## src/rtl/instr_encoder.sv

```systemverilog
// instr_encoder: packs R/I/J instruction fields into 32-bit MIPS words,
// drops illegal format/opcode combinations (sticky err), and queues the
// encoded words in a small FIFO that drains with a sequential word address.
module instr_encoder #(
    parameter int DEPTH      = 4,
    parameter int ADDR_WIDTH = 8,
    parameter int BASE_ADDR  = 0
) (
    input  logic                  clk,
    input  logic                  rst,
    input  logic                  in_valid,
    output logic                  in_ready,
    input  logic [1:0]            fmt,
    input  logic [5:0]            opcode,
    input  logic [4:0]            rs,
    input  logic [4:0]            rt,
    input  logic [4:0]            rd,
    input  logic [4:0]            shamt,
    input  logic [5:0]            funct,
    input  logic [15:0]           imm,
    input  logic [25:0]           target,
    output logic                  out_valid,
    input  logic                  out_ready,
    output logic [31:0]           out_instr,
    output logic [ADDR_WIDTH-1:0] out_addr,
    output logic                  err
);
    localparam int PW = (DEPTH > 1) ? $clog2(DEPTH) : 1;
    localparam int CW = PW + 1;

    logic [31:0]           mem [DEPTH];
    logic [PW-1:0]         wr_ptr, rd_ptr;
    logic [CW-1:0]         count;
    logic [ADDR_WIDTH-1:0] addr;
    logic                  legal, accept, push, pop;
    logic [31:0]           word;

    // Field packing and legality check; the opcode is ignored for R-type.
    always_comb begin
        legal = 1'b0;
        word  = 32'h0;
        case (fmt)
            2'b00: begin
                legal = 1'b1;
                word  = {6'b000000, rs, rt, rd, shamt, funct};
            end
            2'b01: begin
                // Opcodes 0, 2 and 3 belong to the R/J formats.
                legal = !(opcode == 6'd0 || opcode == 6'd2 || opcode == 6'd3);
                word  = {opcode, rs, rt, imm};
            end
            2'b10: begin
                legal = (opcode == 6'd2 || opcode == 6'd3);
                word  = {opcode, target};
            end
            default: begin
                legal = 1'b0;
                word  = 32'h0;
            end
        endcase
    end

    // in_ready only looks at registered occupancy, never at out_ready.
    assign in_ready  = !rst && (count < CW'(DEPTH));
    assign out_valid = !rst && (count != '0);
    assign out_instr = out_valid ? mem[rd_ptr] : 32'h0;
    assign out_addr  = addr;

    assign accept = in_valid && in_ready;
    assign push   = accept && legal;
    assign pop    = out_valid && out_ready;

    // FIFO storage; a push is impossible during reset since in_ready is low.
    always_ff @(posedge clk) begin
        if (push)
            mem[wr_ptr] <= word;
    end

    // Pointers, occupancy, address counter and sticky error flag.
    always_ff @(posedge clk) begin
        if (rst) begin
            wr_ptr <= '0;
            rd_ptr <= '0;
            count  <= '0;
            addr   <= ADDR_WIDTH'(BASE_ADDR);
            err    <= 1'b0;
        end else begin
            if (push)
                wr_ptr <= wr_ptr + PW'(1);
            if (pop) begin
                rd_ptr <= rd_ptr + PW'(1);
                addr   <= addr + ADDR_WIDTH'(1);
            end
            count <= count + CW'(push) - CW'(pop);
            if (accept && !legal)
                err <= 1'b1;
        end
    end
endmodule

```

## config.mk

```make
export PLATFORM = sky130hd
export DESIGN_NAME = instr_encoder
export DESIGN_NICKNAME = d
export VERILOG_FILES = /design/src/rtl/instr_encoder.sv
export SDC_FILE = /design/constraint.sdc
export NUM_CORES = 1
export LEC_CHECK = 0
export CORE_MARGIN = 2
export CORE_UTILIZATION = 47
export DETAILED_ROUTE_END_ITERATION = 10
export PLACE_DENSITY = 0.77
export SYNTH_ARGS = -nofsm -noshare
export SYNTH_HDL_FRONTEND = slang
export SYNTH_SLANG_ARGS = --single-unit
```

## constraint.sdc

```tcl
create_clock -name clk -period 2.79 [get_ports clk]
set_clock_uncertainty 0.2 [all_clocks]
set_input_delay 0.279 -clock clk [delete_from_list [all_inputs] [get_ports clk]]
set_output_delay 0.279 -clock clk [all_outputs]
set_load 0.02 [all_outputs]
```

==> results.cfg, run 1 <==
[timing]
fin_ws_ns = 0.08411
period_minus_slack_ns = 2.706
final_max_slew_viol_count = 0
fin_crit_sh = 0.9699
hold_viol_final = 0
setup_viol = 0
tightest_slew_ns = 1.283
slew_headroom = 0.1405
fmax_ghz = 0.3696
rsz0062_at_grt = false

[final_layout]
final_common_cell = edfxtp_1
fin_util = 0.6524
mostFrequentLayoutCells = edfxtp_1 (128), clkdlybuf4s50_1 (115), and2_1 (37), nand2_1 (36), mux4_2 (32)
n_fill_cell = 913
nets = 627
drive_above_1_share = 0.1775
diodes = 0
area_growth_pct = 36.82

[critical_path]
crit_required_ns = 2.31
critical_path.max_stage_delay_ns = 0.55
slowest_stage = mux4_2
path_cells = buf_6 -> mux4_2 -> and2_1 -> clkdlybuf4s50_1
cp-start-kind = register
crit_type = reg2out
arrival_ns = 2.23
end_kind = output pin
cp_max_fo = 11

[power]
p_per_area_mw_per_mm2 = 711.7
ir_worst_vdd_mv = 0.4076
finalPower_mw = 6.076
leakagePower_nw = 3.079

[place]
place_congestion = 0.8115
dp_hpwl_microns = 8530
io_buffers = 122
dpl_worst_slack_ns = -0.3392

[global_route]
overflow = 0
grt_max_degree = 34
grt_pass1_wl_microns = 20640
track_usage = 0.1960
grt_pass1_vias = 3899
antenna_found_initial = 0

[detailed_routing]
vias_per_cell = 5.159
dr.pass1.iters = 4
vias = 3756
drtAntennaViolNets = 0
drc_errors = 0
drt-initial-drc-count = 211
drt_wl_total_microns = 13110
wire_per_inst_microns = 18.01

[logic_synthesis]
ys_seq_area_frac = 0.6738
syn_area_sq_mm = 0.006240
synthDistinctLibCells = 31
ys.flop_type = edfxtp_1
syn_nets = 483
yosysWarningCount = 0
synth_area_per_cell_sq_um = 15.80
async_reset_ff_frac = 0
synth_edf_count = 128
synthCells = 395
ys_seq_elements = 146

[clock_tree]
cts_setup_buffers = 0
cts_buffers = 17
cts-htree-levels = 4
hold_buffers = 0
cts.sinks = 146
clk_latency_ns = 0.41
clockRootBuffer = clkbuf_16
cts_tree = built
cts_buffer_depth = 2
clk_pin_slew_worst_paths_ns = 0.06

[die]
core-area_sq_mm = 0.01309
rows = 42
fp.dieW_microns = 119.2
die_y_microns = 119.2
start_util = 0.4769
die_area_sq_mm = 0.01421
io_pins = 123

[min_path]
holdCritPathClass = reg2reg

[status]
status = completed

[run]
maxCapViolCount = 0
==> registers in the layout, summed over array words and instances, names as in the netlist, named ones only <==
| register | count |
|---|---|
| err | 1 |
| wr_ptr | 2 |
| rd_ptr | 2 |
| count | 3 |
| mem | 128 |
| out_addr | 8 |
==> path summary, 6_finish.rpt <==
kind                                start           end  slack (ns)  cells after the start
worst min-delay path            rd_ptr[1]      register        0.28                      1
worst max-delay path             register  out_instr[1]        0.08                      4
worst min register to register  rd_ptr[1]      register        0.28                      1
worst max register to register   count[2]      count[2]        0.52                     10
==> final cells by class <==
class / instances / area (sq um) / share of cell area
flip-flops and latches: 146 / 4207 / 0.4927
multi-input cells: 208 / 1867 / 0.2187
clock buffers: 22 / 464.2 / 0.05437
inverters: 20 / 75.07 / 0.008794
clock inverters: 10 / 181.4 / 0.02125
well taps: 176 / 220.2 / 0.02580
repair buffers: 146 / 1523 / 0.1784
==> power by group <==
part           total (mW)  leakage, nW  internal [mW]  switching, mW
Combinational        1.13         1.45          0.595          0.532
Sequential           2.50         1.31           2.46         0.0368
Clock                2.45        0.314           1.63          0.823
==> per-layer routing <==
layer | GRT usage | wire length [microns] | up-vias
li1 | - | - | 1765
met5 | 0 | 0 | -
met2 | 0.3136 | 6355 | 144
met1 | 0.2564 | 5614 | 1830
met3 | 0.06322 | 941 | 17
met4 | 0.06250 | 201 | 0
==> metrics by stage <==
step / TNS, ns / hold WS, ns / std cells / cell area, sq um
floorplan: 0 / 0.2266 / 395 / 6240
global placement: -0.5413 / 0.2344 / 696 / 7870
detailed placement: -3.763 / 0.2613 / 696 / 7870
CTS: 0 / 0.2678 / 728 / 8516
global route: 0 / 0.2849 / 728 / 8537
finish: 0 / 0.2760 / 728 / 8537
==> critical path, delay by kind of cell, from the launching register on <==
kind,cells,cell delay [ns]
buffers and inverters,2,0.73
DFF,1,0.35
and+or+nand+nor,1,0.18
muxes,1,0.55
==> cell usage after synthesis, types with 3 or more instances <==
master	count	area share
nor2_1	11	0.0066
inv_1	20	0.012
and2_1	38	0.038
buf_2	5	0.0040
mux2i_1	19	0.030
clkbuf_1	13	0.0078
edfxtp_1	128	0.62
nor2b_1	4	0.0040
dfxtp_1	18	0.058
o21ai_0	27	0.022
ha_1	7	0.014
and2_2	4	0.0048
mux4_2	32	0.12
xnor2_1	9	0.013
nand2_1	36	0.022
nand4_1	3	0.0030
nor3_1	3	0.0024
==> what timing repair did <==
| action | CTS | global route |
|---|---|---|
| hold endpoints to repair | 0 | 0 |
| resized for setup | 0 | 9 |
| setup endpoints to repair | 0 | 15 |
==> kinds of logic (layout without fill, tap and decap cells) <==
logic type | after synthesis | in the layout | synth area share
buffers and inverters | 41 | 198 | 0.02807
AO/OA/AOI/OAI | 31 | 31 | 0.02928
flip-flops | 146 | 146 | 0.6738
multiplexers | 51 | 51 | 0.1460
AND/OR/NAND/NOR | 108 | 108 | 0.09164
adder cells (fa/ha/maj) | 8 | 8 | 0.01724
XOR/XNOR | 10 | 10 | 0.01404
(Power assumes the default switching activity.)
==> inputs of run 2 (changes only) <==
--- a/config.mk
+++ b/config.mk
@@ -9,6 +9,7 @@
 export CORE_UTILIZATION = 47
 export DETAILED_ROUTE_END_ITERATION = 10
 export PLACE_DENSITY = 0.77
+export SETUP_SLACK_MARGIN = 0.02
 export SYNTH_ARGS = -nofsm -noshare
 export SYNTH_HDL_FRONTEND = slang
 export SYNTH_SLANG_ARGS = --single-unit
==> run 2 against run 1 <==
Maximum frequency increased by 0.26%; cell count unchanged; routed wire length about the same; count of clock-buffer cells in the layout unchanged; via count increased by 0.35%; cell area increased by 0.25%; core utilization increased by 0.16 points; critical path type unchanged; critical endpoint is now out_instr[28]; largest cell class unchanged; highest routed layer unchanged.
==> results.cfg, run 2 (synthesized netlist as in run 1, its figures left out) <==
[timing]
holdWs_ns = 0.2720
hold_viol_final = 0
fmax_ghz = 0.3705
rsz0062_at_grt = true
fin_crit_sh = 0.9673
slew_headroom = 0.1459
setup_tns_ns = 0
final_max_slew_viol_count = 0
tightest_slew_ns = 1.275
setup_viol = 0
period_minus_slack_ns = 2.699

[final_layout]
mostFrequentLayoutCells = edfxtp_1 (128), clkdlybuf4s50_1 (108), and2_1 (37), nand2_1 (36), mux4_2 (32)
final_common_cell = edfxtp_1
nets = 627
fin_cells = 728
drive_above_1_share = 0.1775
largest_register_ffs = 128
diodes = 0
fin_util = 0.6540
area_growth_pct = 37.16
regMostFlops = mem

[clock_tree]
cts_tree = built
cts_setup_buffers = 0
clk_latency_ns = 0.41
cts.sinks = 146
cts-htree-levels = 4
clk_pin_slew_worst_paths_ns = 0.06
hold_buffers = 0
clockRootBuffer = clkbuf_16
cts_buffers = 17
cts_resized = 1
cts_buffer_depth = 2

[detailed_routing]
met1_length_microns = 5587
dr.pass1.iters = 4
drt_wl_total_microns = 13110
routed-wl-met2_microns = 6380
drt-initial-drc-count = 205
vias = 3769
top_layer = met4
drtAntennaViolNets = 0
wire_per_inst_microns = 18.01
vias_per_cell = 5.177
met3_wirelength_microns = 933
drc_errors = 0

[place]
io_buffers = 122
dp_cells = 696
place_congestion = 0.8115
dp_hpwl_microns = 8530

[critical_path]
r2r_cells = 10
crit_required_ns = 2.31
cp_max_fo = 21
cp-start-kind = register
path_cells = buf_12 -> mux4_2 -> and2_1 -> clkdlybuf4s50_1
slowest_stage = clkdlybuf4s50_1
critical_path.max_stage_delay_ns = 0.54
arrival_ns = 2.22
crit_type = reg2out
end_kind = output pin

[power]
finalPower_mw = 6.075
p_per_area_mw_per_mm2 = 709.8
leakagePower_nw = 3.202
ir_worst_vdd_mv = 0.4046

[die]
start_util = 0.4769
io_pins = 123
fp.dieW_microns = 119.2
core-area_sq_mm = 0.01309
rows = 42
die_area_sq_mm = 0.01421
die_y_microns = 119.2

[min_path]
min_path_cells = 1
holdCritPathClass = reg2reg

[status]
status = completed

[global_route]
grt_pass1_vias = 3905
grt_pass1_wl_microns = 20650
overflow = 0
antenna_found_initial = 0
track_usage = 0.1960
grt_max_degree = 34

[run]
maxCapViolCount = 0
==> run 2: changes by cell type in the layout (fill, tap and decap cells not counted) <==
cell	previous run	this run
dlymetal6s2s_1	7	14
clkdlybuf4s50_1	115	108
buf_8	0	1
buf_6	1	0
==> run 2: final cells by class <==
type                            instances  area, sq um
Sequential cell                       146         4207
Clock buffer                           22        464.2
Clock inverter                         10        181.4
Inverter                               20        75.07
Multi-Input combinational cell        208         1867
Fill cell                             912         4527
Tap cell                              176        220.2
Timing Repair Buffer                  146         1544
==> run 2: worst max-delay path, delay by kind of cell, from the launching register on <==
family	cells	cell delay, ns
muxes	1	0.51
DFF	1	0.36
buffers and inverters	2	0.75
and+or+nand+nor	1	0.17
==> run 2: final timing paths <==
path / startpoint / endpoint / slack (ns)
max: register / out_instr[28] / 0.09
min: rd_ptr[1] / register / 0.27
min reg2reg: rd_ptr[1] / register / 0.27
max reg2reg: count[2] / count[2] / 0.52
==> run 2: metrics by stage <==
| stage | setup WS, ns | instance area, sq um |
|---|---|---|
| 5_1_grt | 0.01952 | 8558 |
| 3_5_place_dp | -0.3392 | 7870 |
| 4_1_cts | 0.03799 | 8519 |
| 6_report | 0.09112 | 8558 |
| 2_1_floorplan | 0.04219 | 6240 |
| 3_3_place_gp | -0.2564 | 7870 |
==> run 2: routing by layer <==
layer,global-route usage,vias up
li1,-,1762
met4,0.06250,0
met5,0,-
met2,0.3136,150
met3,0.06322,19
met1,0.2564,1838
==> run 2: power by group <==
| group | switching, mW | internal [mW] | total (mW) |
|---|---|---|---|
| Combinational | 0.532 | 0.593 | 1.13 |
| Clock | 0.822 | 1.63 | 2.45 |
| Sequential | 0.0375 | 2.46 | 2.50 |
==> edit: new RTL, flow settings as in run 2 <==
The parameter `ADDR_WIDTH` goes from 8 to 7.
--- a/src/rtl/instr_encoder.sv
+++ b/src/rtl/instr_encoder.sv
@@ -4,5 +4,5 @@
 module instr_encoder #(
     parameter int DEPTH      = 4,
-    parameter int ADDR_WIDTH = 8,
+    parameter int ADDR_WIDTH = 7,
     parameter int BASE_ADDR  = 0
 ) (
Interface: changed (resized out_addr); port bits go from 123 to 122. The function was not compared with the original's and may differ.
==> edit against run 2 <==
  * Via count up 2.3%
  * Critical endpoint is now out_instr[4]
  * Total power is 1.8% lower
  * Combinational power rose by 13%
  * Critical path depth stayed put
  * Maximum frequency shrank 1.5%
  * Clock power decreased by 10%
  * Count of clock-buffer cells in the layout fell by 5
  * Wire length grew 3.3%
  * Cell area about the same
  * Largest cell class unchanged
  * Synthesized area down 0.66%
  * Synthesized cell count fell by 0.51%
  * Worst setup slack got worse by 0.042 ns
  * Sequential cell count is 1 lower
==> edit: results <==
# TYPE chip_impl_metric gauge
chip_impl_info{name="status",value="finished clean"} 1
chip_impl_metric{name="vdd_ir_drop_max",unit="mV"} 0.327
chip_impl_metric{name="track_usage",unit="%"} 19.5
chip_impl_metric{name="post_synth_inst_count",unit=""} 393
chip_impl_metric{name="synth_compound_gate_area_share",unit="%"} 3.31
chip_impl_metric{name="worst_slew_pin_slew",unit="ns"} 0.536
chip_impl_metric{name="num_vias",unit=""} 3857
chip_impl_metric{name="global_route_wire_length_before_repair",unit="um"} 20800
chip_impl_metric{name="synth_adder_area_share",unit="%"} 1.74
chip_impl_metric{name="parity_gate_share_of_the_synthesized_area_counting_xor_and_xnor_cells",unit="%"} 1.27
chip_impl_metric{name="place.gp.congestion",unit=""} 0.755
chip_impl_metric{name="dpl.hpwl",unit="um"} 8840
chip_impl_metric{name="vias_per_cell",unit=""} 5.33
chip_impl_metric{name="drt_iter0_markers",unit=""} 283
chip_impl_metric{name="drive_gt1_share",unit="%"} 20.1
chip_impl_metric{name="cts_resized",unit=""} 4
chip_impl_metric{name="vias_in_the_first_global_route",unit=""} 4005
chip_impl_metric{name="maximum_number_of_pins_on_one_net_before_global_route_repair",unit=""} 39
chip_impl_metric{name="timing.critical_path.fanout_max",unit=""} 10
chip_impl_metric{name="antenna_found_initial",unit=""} 0
chip_impl_info{name="ys_top_cells_by_area",value="sky130_fd_sc_hd__edfxtp_1 (62%), sky130_fd_sc_hd__mux4_2 (12%), sky130_fd_sc_hd__dfxtp_1 (5.5%)"} 1
chip_impl_metric{name="dpl_cell_area",unit="sq um"} 7870
chip_impl_metric{name="post_synth_mux_area_share",unit="%"} 14.4
chip_impl_metric{name="routed_wire_length_per_instance",unit="um"} 18.7
chip_impl_metric{name="yosysUniqueCellTypes",unit=""} 32
chip_impl_info{name="netlist_top_cells_count",value="sky130_fd_sc_hd__edfxtp_1 (128), sky130_fd_sc_hd__and3_1 (34), sky130_fd_sc_hd__nand2_1 (34)"} 1
chip_impl_metric{name="detailedPlace.worstSlack",unit="ns"} -0.389
chip_impl_metric{name="synth-seq-area-share",unit="%"} 67.5
chip_impl_metric{name="dp_cells",unit=""} 691
chip_impl_metric{name="cp_data_arrival_time",unit="ns"} 2.26
chip_impl_metric{name="leakage",unit="nW"} 3.56
edit: path summary, 6_finish.rpt:
path                 start      endpoint  slack, ns  cells after the start
setup / recovery  register  out_instr[4]       0.05                      4
hold / removal         err           err       0.29                      1
setup reg to reg  count[1]      count[2]       0.38                     10
hold reg to reg        err           err       0.29                      1
edit: where the power goes:
part / switching [mW] / internal (mW)
clock: 0.872 / 1.32
sequential: 0.0447 / 2.44
combinational: 0.658 / 0.624
total: 1.57 / 4.39
edit: routing by layer:
metal  track usage [%]  up-vias  share of wire, %
met5                 0        -                 0
met1              25.0     1909                42
met4              4.46        0              0.93
met3              5.94       11               6.5
li1                  -     1790                 -
met2              32.7      147                51
edit: layout make-up:
type                    count  area (sq um)
fillers                   871          4220
flip-flops and latches    145          4190
multi-input cells         204          1860
repair buffers            152          1640
clock buffers              17           425
well taps                 172           215
clock inverters            15           156
inverters                  19          71.3
